===== src/rtl/serial_subtractor_if.sv =====
// Operand/result bundle for the bit-serial subtractor.
// The master drives the request side, the slave (the subtractor) drives status and results.
interface serial_subtractor_if #(
    parameter int WIDTH = 4
);
    logic             start;
    logic [WIDTH-1:0] a;
    logic [WIDTH-1:0] b;
    logic             bin;
    logic             busy;
    logic             done;
    logic [WIDTH-1:0] diff;
    logic             bout;

    modport master (output start, a, b, bin, input busy, done, diff, bout);
    modport slave  (input start, a, b, bin, output busy, done, diff, bout);
endinterface


===== src/rtl/serial_subtractor.sv =====
// Bit-serial subtractor: one full-subtractor cell reused LSB first over WIDTH cycles,
// under an IDLE/RUN/DONE FSM with registered busy/done/diff/bout.
module serial_subtractor #(
    parameter int WIDTH = 4
) (
    input  logic              clk,
    input  logic              rst,
    serial_subtractor_if.slave bus
);
    localparam int CW = $clog2(WIDTH) + 1;

    typedef enum logic [1:0] {IDLE, RUN, DONE} state_e;

    state_e           state_q;
    logic [WIDTH-1:0] a_q, b_q, res_q, diff_q;
    logic [CW-1:0]    cnt_q;
    logic             br_q, bout_q, busy_q, done_q;

    logic             d_bit, br_d;
    logic [WIDTH-1:0] res_d;

    // Single full-subtractor cell acting on the current LSBs and the borrow flop.
    always_comb begin
        d_bit = a_q[0] ^ b_q[0] ^ br_q;
        br_d  = (~a_q[0] & b_q[0]) | (~(a_q[0] ^ b_q[0]) & br_q);
        res_d = {d_bit, res_q[WIDTH-1:1]};
    end

    always_ff @(posedge clk or posedge rst) begin
        if (rst) begin
            state_q <= IDLE;
            a_q     <= '0;
            b_q     <= '0;
            res_q   <= '0;
            diff_q  <= '0;
            cnt_q   <= '0;
            br_q    <= 1'b0;
            bout_q  <= 1'b0;
            busy_q  <= 1'b0;
            done_q  <= 1'b0;
        end else begin
            case (state_q)
                IDLE: begin
                    if (bus.start) begin
                        a_q     <= bus.a;
                        b_q     <= bus.b;
                        br_q    <= bus.bin;
                        res_q   <= '0;
                        cnt_q   <= '0;
                        busy_q  <= 1'b1;
                        state_q <= RUN;
                    end
                end
                RUN: begin
                    a_q   <= a_q >> 1;
                    b_q   <= b_q >> 1;
                    res_q <= res_d;
                    br_q  <= br_d;
                    cnt_q <= cnt_q + 1'b1;
                    // Last bit: publish the completed result straight from the cell.
                    if (cnt_q == CW'(WIDTH - 1)) begin
                        diff_q  <= res_d;
                        bout_q  <= br_d;
                        busy_q  <= 1'b0;
                        done_q  <= 1'b1;
                        state_q <= DONE;
                    end
                end
                DONE: begin
                    done_q  <= 1'b0;
                    state_q <= IDLE;
                end
                default: begin
                    busy_q  <= 1'b0;
                    done_q  <= 1'b0;
                    state_q <= IDLE;
                end
            endcase
        end
    end

    assign bus.busy = busy_q;
    assign bus.done = done_q;
    assign bus.diff = diff_q;
    assign bus.bout = bout_q;
endmodule


===== src/flat_wrapper.sv =====
// flat-port wrapper written by rule: the top's interface ports become plain ports
module serial_subtractor_flat 
#(
    parameter int WIDTH = 4
)
  (clk, rst, bus_start, bus_a, bus_b, bus_bin, bus_busy, bus_done, bus_diff, bus_bout);
  serial_subtractor_if #(.WIDTH(WIDTH)) bus_i ();
  input  logic clk;
  input  logic rst;
  input wire logic [$bits(bus_i.start)-1:0] bus_start;
  input wire logic [$bits(bus_i.a)-1:0] bus_a;
  input wire logic [$bits(bus_i.b)-1:0] bus_b;
  input wire logic [$bits(bus_i.bin)-1:0] bus_bin;
  output wire logic [$bits(bus_i.busy)-1:0] bus_busy;
  output wire logic [$bits(bus_i.done)-1:0] bus_done;
  output wire logic [$bits(bus_i.diff)-1:0] bus_diff;
  output wire logic [$bits(bus_i.bout)-1:0] bus_bout;
  assign bus_i.start = bus_start;
  assign bus_i.a = bus_a;
  assign bus_i.b = bus_b;
  assign bus_i.bin = bus_bin;
  assign bus_busy = bus_i.busy;
  assign bus_done = bus_i.done;
  assign bus_diff = bus_i.diff;
  assign bus_bout = bus_i.bout;
  serial_subtractor #(.WIDTH(WIDTH)) u_core (.clk(clk), .rst(rst), .bus(bus_i));
endmodule

===== config.mk =====
export PLATFORM = sky130hd
export DESIGN_NAME = serial_subtractor_flat
export DESIGN_NICKNAME = d
export VERILOG_FILES = /design/src/rtl/serial_subtractor_if.sv /design/src/rtl/serial_subtractor.sv /design/src/flat_wrapper.sv
export SDC_FILE = /design/constraint.sdc
export NUM_CORES = 1
export LEC_CHECK = 0
export CAP_MARGIN = 20
export CORE_ASPECT_RATIO = 0.9
export CORE_MARGIN = 4
export CORE_UTILIZATION = 45
export CTS_CLUSTER_SIZE = 20
export DETAILED_ROUTE_END_ITERATION = 8
export PLACE_DENSITY = 0.69
export SYNTH_ARGS = -nofsm -noshare
export SYNTH_HDL_FRONTEND = slang
export SYNTH_SLANG_ARGS = --single-unit

===== constraint.sdc =====
create_clock -name clk -period 1.93 [get_ports clk]
set_input_delay 0.2895 -clock clk [delete_from_list [all_inputs] [get_ports clk]]
set_output_delay 0.2895 -clock clk [all_outputs]
set_load 0.03 [all_outputs]

==> impl_metrics.tcl, run 1 <==
set metrics [dict create \
    min_path_type "input port to asynchronous set/reset pin" \
    path_buf_inv 1 \
    ys.flop_type "dfrtp_1" \
    critPathSlowestCell "clkdlybuf4s50_1" \
    cts.sinks 24 \
    finalWirelength_mm 1.93 \
    postSynthCellCount 89 \
    clkTransAtPathRegs_ns 0.14 \
    io_pins 19 \
    ir_drop_mv 1.05 \
    slew_viol_final 0 \
    cts-resized-gates 0 \
    ys_types 25 \
    max_freq_mhz 604 \
    rsz0062_at_grt "no" \
    die_x_um 61.7 \
    drv_cap 0 \
    port_buffers 18 \
    cp_data_required_time_ns 1.64 \
    highest_layer "met4" \
    ant_nets 0 \
    synth_enable_flop_cells 0 \
    syn_area_mm2 0.00117 \
    die_y_um 56.3 \
    post_cts_buffers 0 \
    layout_min_cycle_time_ns 1.66 \
    gr-total-overflow 0 \
    antennaDiodeCount 0 \
    rows 17 \
    p_per_area_mw_per_mm2 1650 \
    initial_core_util_pct 47.3 \
    wl_met1_um 950 \
    syn2layout_area_growth_pct 21.0 \
    final_layout_size_suffix_gt1_share_pct 18.3 \
    async_flop_share_pct 100 \
    viasPerCell 5.38 \
    wl_met3_um 98 \
    critPathKind "register to output pin" \
    cts_max_level 1 \
    tightest_slew_ns 0.441 \
    nNetsFinal 125 \
    gp_congestion 0.688 \
    hold_viol 0 \
    start_kind "register" \
    crit_fanout 2 \
    ctsHoldBuffers 0 \
    ctsLongestPathBuffers 2 \
    synth-seq-cells 24 \
    cp.arrival_ns 1.37 \
    route.vias.total 737 \
    synth_nets 104 \
    end_kind "output pin" \
    drtPass1Iterations 4 \
    met2_length_um 857 \
    crit_path_max_incr_delay_ns 0.67 \
    p_total_mw 2.33 \
    ys_warn_count 0 \
    grt_pass1_vias 735 \
    clock_latency_ns 0.33 \
    maxSlewHeadroom_pct 70.5 \
    cts_root_buffer "clkbuf_4" \
    drt_iter0_markers 13 \
    dp_hpwl_mm 1.35 \
    grt_max_degree 25 \
    coreArea_mm2 0.00247 \
    wl_per_cell_um 14.1 \
    cts_tree "yes" \
    clock_skew_ns 0.00726 \
    num-fill-cells 217 \
    synth.avg_cell_area_um2 13.1 \
    grt_usage_pct 12.5 \
    setup_tns_ns 0 \
    grt_pass1_wl_mm 3.24 \
    path_delay_family "buffers and inverters" \
    numCtsBuffers 3 \
    status "finished, final reports clean" \
    setup_violations 0 \
    ys_seq_area_share_pct 51.4 \
    antenna_found_initial 0 \
    die-area_mm2 0.00347 \
    remaining_drc_errors 0 \
    finalCritPeriodShare_pct 85.8 \
    p_leak_nw 0.654 \
    crit_chain "clkdlybuf4s50_1" \
]
[worst register-to-register path, cell delays in order, from the launching register on]
cell      delay (ns)
dfrtp_1         0.41
ha_1            0.20
ha_1            0.24
nand3b_4        0.15
mux2_1          0.33
[power by group]
part | switching (mW) | leakage [nW] | internal (mW)
Sequential | 0.167 | 0.292 | 0.734
Combinational | 0.535 | 0.333 | 0.521
Clock | 0.163 | 0.0279 | 0.210
[final cells by class]
cell class	count	area, µm²	area share (%)
Clock buffer	3	22.5	1.59
Clock inverter	1	30.0	2.13
Inverter	12	45.0	3.19
Multi-Input combinational cell	48	477	33.7
Sequential cell	24	601	42.5
Tap cell	28	35.0	2.48
Timing Repair Buffer	21	203	14.3
[metrics by stage]
stage | setup slack (ns) | hold slack, ns | instances | instance area (µm²) | util [%]
2_1_floorplan | 0.591 | 0.304 | 89 | 1170 | -
3_3_place_gp | 0.319 | 0.466 | 133 | 1360 | 55.1
3_5_place_dp | 0.261 | 0.469 | 133 | 1360 | 55.1
4_1_cts | 0.259 | 0.298 | 137 | 1410 | 57.3
5_1_grt | 0.212 | 0.327 | 137 | 1410 | 57.3
6_report | 0.273 | 0.283 | 137 | 1410 | 57.3
[flip-flops by register name, summed over array words and instances, names as in the netlist]
name             count
u_core.bus.busy      1
u_core.b_q           4
u_core.state_q       2
u_core.res_q         3
u_core.bus.done      1
u_core.a_q           4
u_core.br_q          1
u_core.cnt_q         3
u_core.bus.diff      4
u_core.bus.bout      1
[layout by cell type (no fill, tap or decap), drive strengths merged]
cell,n
nor3b,7
nor2,2
o21ai,1
mux2i,1
a222oi,1
inv,12
fa,1
ha,2
a221oi,2
clkdlybuf4s50,18
a211oi,4
nor2b,4
nand3b,1
nor4b,4
mux2,5
bufinv,1
nand2b,2
a22o,7
o21bai,1
clkbuf,3
buf,3
a21o,1
a21oi,2
dfrtp,24
[cells by family (layout without fill, tap and decap cells)]
logic type	count (synthesis)	in the layout	share of synthesized area [%]
AO/OA/AOI/OAI	19	19	15.4
adder cells (fa/ha/maj)	3	3	3.86
buffers and inverters	17	37	7.72
flip-flops	24	24	51.4
multiplexers	6	6	5.68
AND/OR/NAND/NOR	20	20	15.9
[per-layer routing]
| metal | up-vias | global-route usage [%] |
|---|---|---|
| li1 | 353 | - |
| met1 | 366 | 17.1 |
| met2 | 14 | 17.9 |
| met3 | 4 | 5.06 |
| met4 | 0 | 3.64 |
| met5 | - | 0 |
[synth_stat cells, drive strengths merged, types with 2 or more instances]
library cell / instances / area (µm²)
inv: 12 / 45.0
mux2: 5 / 56.3
nand2b: 2 / 12.5
dfrtp: 24 / 601
nor4b: 4 / 60.1
a211oi: 4 / 50.1
nor2: 2 / 7.51
ha: 2 / 25.0
nor2b: 4 / 27.5
nor3b: 7 / 57.6
a21oi: 2 / 10.0
a221oi: 2 / 17.5
buf: 5 / 45.0
a22o: 7 / 61.3
[final timing paths]
kind                       slack [ns]  depth (start not counted)                from                  to
max                              0.27                          1     u_core.bus.busy            bus_busy
min                              0.28                          3                 rst  u_core.bus.diff[0]
max reg2reg                      0.50                          4     u_core.cnt_q[0]  u_core.bus.diff[1]
min reg2reg                      0.51                          1  u_core.bus.diff[0]  u_core.bus.diff[0]
max in group asynchronous        1.41                          3                 rst   u_core.state_q[0]
min in group clk                 0.51                          1  u_core.bus.diff[0]  u_core.bus.diff[0]
(Power assumes the default switching activity.)
==> run 2, diff against run 1 <==
==> constraint.sdc (replaced) <==
create_clock -name clk -period 1.93 [get_ports clk]
set_input_delay 0.2895 -clock clk [delete_from_list [all_inputs] [get_ports clk]]
set_output_delay 0.2895 -clock clk [all_outputs]
set_load 0.005 [all_outputs]
==> results of run 2 <==
Same layout as run 1 (identical final DEF). Status: finished, final reports clean.
Main changes from that run: setup slack after layout 0.273 ns -> 0.443 ns; total power 2.33 mW -> 2.19 mW; worst IR drop on VDD 1.05 mV -> 0.953 mV
==> run 3, diff against run 2 <==
==> constraint.sdc (replaced) <==
create_clock -name clk -period 1.5 [get_ports clk]
set_input_delay 0.225 -clock clk [delete_from_list [all_inputs] [get_ports clk]]
set_output_delay 0.225 -clock clk [all_outputs]
set_load 0.005 [all_outputs]
==> impl_metrics.tcl, run 3 (synthesis results as in run 1) <==
set metrics [dict create \
    status "finished, final reports clean" \
    final_common_cell "dfrtp_1" \
    finalWirelength_mm 2.10 \
    cts_tree "yes" \
    p_total_mw 2.82 \
    wl_met3_um 102 \
    syn2layout_area_growth_pct 24.1 \
    cp.arrival_ns 1.19 \
    max_freq_mhz 706 \
    multi_input_area_um2 479 \
    cp_data_required_time_ns 1.27 \
    p_per_area_mw_per_mm2 1940 \
    cts_max_level 1 \
    die_x_um 61.7 \
    clkTransAtPathRegs_ns 0.13 \
    gr-total-overflow 0 \
    crit_path_max_incr_delay_ns 0.50 \
    start_kind "register" \
    remaining_drc_errors 0 \
    hold_viol 0 \
    grt_pass1_wl_mm 3.75 \
    met2_length_mm 1.00 \
    critPathSlowestCell "clkdlybuf4s50_1" \
    die-area_mm2 0.00347 \
    final_layout_size_suffix_gt1_share_pct 22.8 \
    path_buf_inv 1 \
    initial_core_util_pct 47.3 \
    highest_layer "met4" \
    dp_slack_ns -0.0146 \
    rr_worst_depth 4 \
    path_delay_family "buffers and inverters" \
    tightest_slew_ns 0.333 \
    dp_hpwl_mm 1.57 \
    cts.sinks 24 \
    combPwrFrac_pct 47.4 \
    viasPerCell 5.48 \
    end_kind "output pin" \
    die_y_um 56.3 \
    rsz0062_at_grt "no" \
    crit_fanout 2 \
    grt_max_degree 25 \
    r2r_setup_slack_ns 0.12 \
    cts_root_buffer "clkbuf_4" \
    layout_min_cycle_time_ns 1.42 \
    critPathKind "register to output pin" \
    crit_chain "clkdlybuf4s50_1" \
    clock_skew_ns 0.00508 \
    grt_pass1_vias 817 \
    power.switching_uw 966 \
    rows 17 \
    route.vias.total 778 \
    mostFrequentLayoutCells "24 x dfrtp_1, 18 x clkdlybuf4s50_1, 12 x inv_1" \
    grt_usage_pct 14.0 \
    p_sw_share_pct 34.3 \
    intPower_mw 1.85 \
    clock_latency_ns 0.31 \
    coreArea_mm2 0.00247 \
    gp_congestion 0.712 \
    ctsHoldBuffers 0 \
    crit_start "u_core.bus.busy" \
    r2r_end "u_core.bus.diff[1]" \
    fin_ws_ns 0.0840 \
    port_buffers 18 \
    min_path_type "input port to asynchronous set/reset pin" \
    wl_met1_um 978 \
    ir_drop_mv 1.34 \
    wl_per_cell_um 14.8 \
    ant_nets 0 \
    finalCritPeriodShare_pct 94.4 \
    p_leak_nw 0.674 \
    slew_viol_final 0 \
    maxSlewHeadroom_pct 77.8 \
    antenna_found_initial 0 \
    num-fill-cells 217 \
    ctsLongestPathBuffers 2 \
    regArea_um2 601 \
    drv_cap 0 \
    io_pins 19 \
    drtPass1Iterations 4 \
    setup_violations 0 \
    antennaDiodeCount 0 \
    clock_power_share_pct 12.1 \
    pwr-share-seq_pct 40.4 \
    r2r-start "u_core.cnt_q[0]" \
    nNetsFinal 130 \
    drt_iter0_markers 11 \
    numCtsBuffers 3 \
]
run 3: changes by cell type in the layout (fill, tap and decap cells not counted), sizes merged:
cell    previous run  this run
bufinv             1         0
buf                3         8
clkbuf             3         4
run 3: through the flow:
stage | TNS [ns] | hold WS, ns | util, % | instances | cell area (µm²)
finish | 0 | 0.231 | 58.7 | 142 | 1450
global route | 0 | 0.254 | 58.7 | 142 | 1450
CTS | 0 | 0.237 | 58.3 | 141 | 1440
detailed placement | -0.0146 | 0.484 | 56.8 | 137 | 1400
global placement | 0 | 0.474 | 56.8 | 137 | 1400
floorplan | 0 | 0.240 | - | 89 | 1170
run 3: worst max-delay path by stage:
stage / endpoint / slack (ns) / depth (start not counted)
2_1_floorplan: u_core.bus.diff[0] / 0.16 / 4
3_3_place_gp: u_core.br_q / 0.08 / 4
3_5_place_dp: u_core.br_q / -0.01 / 4
4_1_cts: u_core.bus.diff[1] / 0.05 / 4
5_1_grt: bus_done / 0.02 / 1
6_report: bus_busy / 0.08 / 1
run 3: final cells by class:
cell class	count	share of cell area [%]
Timing Repair Buffer	26	17.4
Multi-Input combinational cell	48	33.1
Clock buffer	4	2.50
Inverter	12	3.11
Tap cell	28	2.42
Sequential cell	24	41.5
run 3: per-layer routing:
layer | vias up | track usage, %
met3 | 2 | 4.37
met1 | 396 | 18.8
met5 | - | 0
li1 | 364 | -
met2 | 16 | 22.4
met4 | 0 | 1.82
run 3: tightest hold or removal path, stage by stage:
cell,delay (ns)
clkdlybuf4s50_1,0.39
inv_1,0.05
buf_4,0.29
run 3: power groups by stage:
stage / registers [mW] / clock network (mW) / logic, mW
after floorplan: 1.09 / 0 / 0.940
after global placement: 1.15 / 0 / 1.30
after detailed placement: 1.16 / 0 / 1.34
after CTS: 1.15 / 0.349 / 1.35
after global routing: 1.18 / 0.377 / 1.50
final: 1.14 / 0.341 / 1.34
run 3: what timing repair did:
item / in CTS / in global routing
resized for setup: 0 / 1
setup endpoints to repair: 0 / 2
buffers inserted: 0 / 1
